<file path="config.mk">
export PLATFORM = sky130hd
export DESIGN_NAME = apu_mixer_dac_flat
export DESIGN_NICKNAME = d
export VERILOG_FILES = /design/src/rtl/apu_mixer_dac_if.sv /design/src/rtl/apu_mixer_dac.sv /design/src/flat_wrapper.sv
export SDC_FILE = /design/constraint.sdc
export NUM_CORES = 1
export LEC_CHECK = 0
export CAP_MARGIN = 20
export CELL_PAD_IN_SITES_DETAIL_PLACEMENT = 1
export CELL_PAD_IN_SITES_GLOBAL_PLACEMENT = 2
export CORE_AREA = 2 2 101 122
export CTS_CLUSTER_DIAMETER = 150
export DETAILED_ROUTE_END_ITERATION = 8
export DIE_AREA = 0 0 103 124
export HOLD_SLACK_MARGIN = 0.15
export PLACE_DENSITY = 0.83
export SKIP_CTS_REPAIR_TIMING = 1
export SLEW_MARGIN = 20
export SYNTH_ARGS = -nofsm -noshare
export SYNTH_HDL_FRONTEND = slang
export SYNTH_SLANG_ARGS = --single-unit
</file>
<file path="constraint.sdc">
create_clock -name i_clk -period 3.8 [get_ports i_clk]
set_input_delay 0.95 -clock i_clk [delete_from_list [all_inputs] [get_ports i_clk]]
set_output_delay 0.95 -clock i_clk [all_outputs]
set_load 0.02 [all_outputs]
</file>
<file path="src/rtl/apu_mixer_dac_if.sv">
// Mixer bus: channel sample inputs, sample strobe and mute mask in,
// mixed sample, status pulses and PDM bitstream out.
interface apu_mixer_dac_if;
  logic       i_sample_stb;
  logic [8:0] i_ch1;
  logic [8:0] i_ch2;
  logic [8:0] i_ch3;
  logic [8:0] i_ch4;
  logic [3:0] i_mute;
  logic [10:0] o_sample;
  logic       o_sample_valid;
  logic       o_overrun;
  logic       o_pdm;

  // Channel/strobe source side (APU core or bench).
  modport master (
    output i_sample_stb, i_ch1, i_ch2, i_ch3, i_ch4, i_mute,
    input  o_sample, o_sample_valid, o_overrun, o_pdm
  );

  // Mixer side.
  modport slave (
    input  i_sample_stb, i_ch1, i_ch2, i_ch3, i_ch4, i_mute,
    output o_sample, o_sample_valid, o_overrun, o_pdm
  );
endinterface

</file>
<file path="src/rtl/apu_mixer_dac.sv">
// APU output mixer: snapshots four 9-bit channels on a strobe, applies the
// mute mask, sums them one channel per cycle into an 11-bit sample, and
// emits that sample as a first-order sigma-delta bitstream.
module apu_mixer_dac (
  input  logic            i_clk,
  input  logic            i_rst_n,
  apu_mixer_dac_if.slave  bus
);
  localparam int NUM_CH = 4;
  localparam int CH_W   = 9;
  localparam int MIX_W  = 11;

  typedef enum logic [1:0] {IDLE, ACC, DONE} state_t;

  state_t                          r_state, w_state_nxt;
  logic [NUM_CH-1:0][CH_W-1:0]     w_ch, w_cap, r_hold;
  logic [1:0]                      r_idx;
  logic [MIX_W-1:0]                r_acc, r_sample, r_sd;
  logic                            r_valid, r_pdm;
  logic                            w_capture, w_add, w_done, w_overrun;
  logic [MIX_W:0]                  w_sd_sum;

  assign w_ch = {bus.i_ch4, bus.i_ch3, bus.i_ch2, bus.i_ch1};

  // Muted channels are zeroed at capture so the adder never sees them.
  generate
    for (genvar g = 0; g < NUM_CH; g++) begin : g_mute
      assign w_cap[g] = bus.i_mute[g] ? '0 : w_ch[g];
    end
  endgenerate

  // FSM state register.
  always_ff @(posedge i_clk or negedge i_rst_n) begin
    if (!i_rst_n) r_state <= IDLE;
    else          r_state <= w_state_nxt;
  end

  // Next-state and control decode; strobes are only accepted in IDLE.
  always_comb begin
    w_state_nxt = r_state;
    w_capture   = 1'b0;
    w_add       = 1'b0;
    w_done      = 1'b0;
    w_overrun   = 1'b0;
    case (r_state)
      IDLE: begin
        if (bus.i_sample_stb) begin
          w_capture   = 1'b1;
          w_state_nxt = ACC;
        end
      end
      ACC: begin
        w_add     = 1'b1;
        w_overrun = bus.i_sample_stb;
        if (r_idx == 2'd3) w_state_nxt = DONE;
      end
      DONE: begin
        w_done      = 1'b1;
        w_overrun   = bus.i_sample_stb;
        w_state_nxt = IDLE;
      end
      default: w_state_nxt = IDLE;
    endcase
  end

  // Holding register: channel snapshot taken at the accepted strobe.
  always_ff @(posedge i_clk or negedge i_rst_n) begin
    if (!i_rst_n)       r_hold <= '0;
    else if (w_capture) r_hold <= w_cap;
  end

  // Time-multiplexed adder: one channel per cycle; 4*511 fits in 11 bits.
  always_ff @(posedge i_clk or negedge i_rst_n) begin
    if (!i_rst_n) begin
      r_idx <= '0;
      r_acc <= '0;
    end else if (w_capture) begin
      r_idx <= '0;
      r_acc <= '0;
    end else if (w_add) begin
      r_acc <= r_acc + {2'b00, r_hold[r_idx]};
      r_idx <= r_idx + 2'd1;
    end
  end

  // Publish the finished mix and pulse valid for one cycle.
  always_ff @(posedge i_clk or negedge i_rst_n) begin
    if (!i_rst_n) begin
      r_sample <= '0;
      r_valid  <= 1'b0;
    end else begin
      r_valid <= w_done;
      if (w_done) r_sample <= r_acc;
    end
  end

  assign w_sd_sum = {1'b0, r_sd} + {1'b0, r_sample};

  // First-order sigma-delta: the accumulator carry is the PDM bit.
  always_ff @(posedge i_clk or negedge i_rst_n) begin
    if (!i_rst_n) begin
      r_sd  <= '0;
      r_pdm <= 1'b0;
    end else begin
      r_sd  <= w_sd_sum[MIX_W-1:0];
      r_pdm <= w_sd_sum[MIX_W];
    end
  end

  assign bus.o_sample       = r_sample;
  assign bus.o_sample_valid = r_valid;
  assign bus.o_overrun      = w_overrun;
  assign bus.o_pdm          = r_pdm;
endmodule

</file>
<file path="src/flat_wrapper.sv">
// flat-port wrapper written by rule: the top's interface ports become plain ports
module apu_mixer_dac_flat 
  (i_clk, i_rst_n, bus_i_sample_stb, bus_i_ch1, bus_i_ch2, bus_i_ch3, bus_i_ch4, bus_i_mute, bus_o_sample, bus_o_sample_valid, bus_o_overrun, bus_o_pdm);
  apu_mixer_dac_if bus_i ();
  input  logic i_clk;
  input  logic i_rst_n;
  input wire logic [$bits(bus_i.i_sample_stb)-1:0] bus_i_sample_stb;
  input wire logic [$bits(bus_i.i_ch1)-1:0] bus_i_ch1;
  input wire logic [$bits(bus_i.i_ch2)-1:0] bus_i_ch2;
  input wire logic [$bits(bus_i.i_ch3)-1:0] bus_i_ch3;
  input wire logic [$bits(bus_i.i_ch4)-1:0] bus_i_ch4;
  input wire logic [$bits(bus_i.i_mute)-1:0] bus_i_mute;
  output wire logic [$bits(bus_i.o_sample)-1:0] bus_o_sample;
  output wire logic [$bits(bus_i.o_sample_valid)-1:0] bus_o_sample_valid;
  output wire logic [$bits(bus_i.o_overrun)-1:0] bus_o_overrun;
  output wire logic [$bits(bus_i.o_pdm)-1:0] bus_o_pdm;
  assign bus_i.i_sample_stb = bus_i_sample_stb;
  assign bus_i.i_ch1 = bus_i_ch1;
  assign bus_i.i_ch2 = bus_i_ch2;
  assign bus_i.i_ch3 = bus_i_ch3;
  assign bus_i.i_ch4 = bus_i_ch4;
  assign bus_i.i_mute = bus_i_mute;
  assign bus_o_sample = bus_i.o_sample;
  assign bus_o_sample_valid = bus_i.o_sample_valid;
  assign bus_o_overrun = bus_i.o_overrun;
  assign bus_o_pdm = bus_i.o_pdm;
  apu_mixer_dac u_core (.i_clk(i_clk), .i_rst_n(i_rst_n), .bus(bus_i));
endmodule
</file>
==> results.toml <==
[synth]
synth_top_cell_by_area = "dfrtp_1"
synthArstFlopShare_pct = 100.0
yosysSeqAreaShare_pct = 47.41
synth_flop_cell = "dfrtp_1"
syn_area_per_cell_um2 = 10.61
synth_seq_cells = 75
ys_top_cells_by_area = "dfrtp_1 (47%), nand2_1 (8.0%), ha_1 (7.9%)"
synth.net_count = 443
syn-cell-area_um2 = 3959
ys_warn_count = 0
synth.distinct_cells = 42
synth_most_common_cell = "nand2_1"
synth_edf_count = 0
synth_common_cells = "nand2_1 (84), dfrtp_1 (75), nand3b_1 (37)"
synth_top_area_share_pct = 47.41
synthCells = 373

[worst_setup_path]
worstPathRequired_ps = 2850
path_buf_inv = 2
crit_fanout = 4
critPathKind = "input port to output port"
endpoint_kind = "output port"
critPathSlowestCell = "clkdlybuf4s50_1"
crit_path_frequent_cell = "clkdlybuf4s50_1"
crit_chain = "clkdlybuf4s50_1 -> and2_1 -> clkdlybuf4s50_1"
max_stage_delay_ps = 590
arrival_ps = 2180
cp-start-kind = "input port"
timing.reg2reg.setup_slack_ps = 900
critPathTopFamily = "buffers and inverters"

[worst_hold_path]
min_path_type = "flop to flop"

[route]
drtPass1Iterations = 4
wl_per_cell_um = 15.04
highest_layer = "met4"
dr_wl_met3_um = 304
drc = 0
met2_length_um = 4438
vias_per_cell = 4.978
postRouteAntennaNets = 0
drt-total-wl_um = 8901
met1_length_um = 4000
first_iter_violations = 71
dr_total_vias = 2947

[timing]
period_minus_slack_ps = 3132
worst_slew_pin_slew_ps = 944.6
slew_violations = 0
fin_crit_sh_pct = 82.42
rsz0062_at_grt = "false"
timing.hold.ws_ps = 461.1
finClkSkew_ps = 4.842
max_freq_ghz = 0.3193
setup_violations = 0
slew_headroom_pct = 37.03
finalSetupTns_ps = 0
finalHoldViolCount = 0

[power]
p_leak_uw = 0.002333
max-vdd-ir-drop_v = 0.0002503
p_per_area_nw_per_um2 = 885.4

[placed_design]
dp_hpwl_um = 6616
place.gp.congestion = 0.8043
port_buffers = 56
dp.cells = 576

[floorplanning]
rows = 43
fp.dieArea_um2 = 12770
die_h_um = 124
fp.dieW_um = 103
start_util_pct = 34.38
num_io_pins = 57
coreArea_um2 = 11510

[grt]
grt_pass1_wl_um = 15060
grt_usage_pct = 15.44
antenna_found_initial = 0
grt_pass1_vias = 3106
overflow = 0
grt_max_degree = 76

[finish]
fin_nets = 500
fin_cells = 592
syn2layout_area_growth_pct = 27.31
drive_gt1_share_pct = 11.03
diodes = 0

[clocking]
clock-root-buffer = "clkbuf_16"
clk_path_buf_depth = 2
cts_tree = "built"
cts_buffers = 9
clk_pin_slew_ps = 50
clk_latency_ps = 340
clock_sinks = 75
htree_levels = 3

[run_status]
outcome = "finished clean"

[flow_run]
max_cap_viol_count = 0
worst register-to-register path, cell delays in order, from the launching register on:
cell,delay [ps]
dfrtp_1,590
buf_4,250
mux4_2,550
ha_1,340
a211oi_2,320
o211ai_1,190
a41o_1,280
a21oi_1,170
nor3_2,60
cell usage in the layout, fill, tap and decap left out, drive strengths merged, types with 5 or more instances in the layout:
cell type / n
xnor2: 7
o211ai: 5
nand3: 5
clkbuf: 11
inv: 5
mux4: 9
dfrtp: 75
mux2: 11
ha: 25
nor2: 16
buf: 5
a21oi: 16
a211oi: 7
o21ai: 11
clkdlybuf4s50: 55
nand3b: 37
nand2: 84
where the power goes:
part | internal (uW) | switching, uW
clock | 657 | 321
sequential | 1170 | 247
combinational | 966 | 1100
total | 2800 | 1670
metal layers:
| metal | global-route usage, % | vias up |
|---|---|---|
| met5 | 0 | - |
| met4 | 6.168 | 0 |
| met3 | 3.535 | 14 |
| met2 | 26.01 | 54 |
| met1 | 19.03 | 1452 |
| li1 | - | 1427 |
cell families after synthesis:
| kind of cell | count (synthesis) | synth area share (%) |
|---|---|---|
| compound gates | 57 | 9.829 |
| xor+xnor | 11 | 2.434 |
| fa+ha+maj | 27 | 8.913 |
| buf+inv | 19 | 1.959 |
| flops | 75 | 47.41 |
| mux | 24 | 9.260 |
| simple gates | 160 | 20.20 |
final cells by class:
class,count,area (um^2)
fill,1290,6474
multi-input combinational,279,2004
sequential,75,1877
timing repair buffer,60,600.6
clock buffer,11,242.7
tap,157,196.4
clock inverter,5,100.1
inverter,5,18.77
stage by stage:
stage / worst slack (ps) / utilization, % / area (um^2) / power (uW)
2_1_floorplan: 1186 / - / 3959 / 2914
3_3_place_gp: 676.6 / 40.80 / 4697 / 3411
3_5_place_dp: 655.0 / 40.80 / 4697 / 3525
4_1_cts: 658.3 / 43.77 / 5040 / 4531
5_1_grt: 621.8 / 43.77 / 5040 / 4830
6_report: 668.1 / 43.77 / 5040 / 4462
sequential cells by signal (all words and copies together), names as in the netlist:
register	count
u_core.bus.o_pdm	1
u_core.bus.o_sample	11
u_core.bus.o_sample_valid	1
u_core.r_acc	11
u_core.r_hold	36
u_core.r_idx	2
u_core.r_sd	11
u_core.r_state	2
path summary, 6_finish.rpt:
check,startpoint,end,cells after the start
max,bus_i_sample_stb,bus_o_overrun,3
min,u_core.r_hold[28],u_core.r_hold[28],2
max reg2reg,u_core.r_idx[0],u_core.r_acc[9],8
min reg2reg,u_core.r_hold[28],u_core.r_hold[28],2
max in group asynchronous,i_rst_n,u_core.r_hold[11],1
min in group asynchronous,i_rst_n,u_core.bus.o_pdm,1
Note: power is estimated with default switching activity, not from simulation.
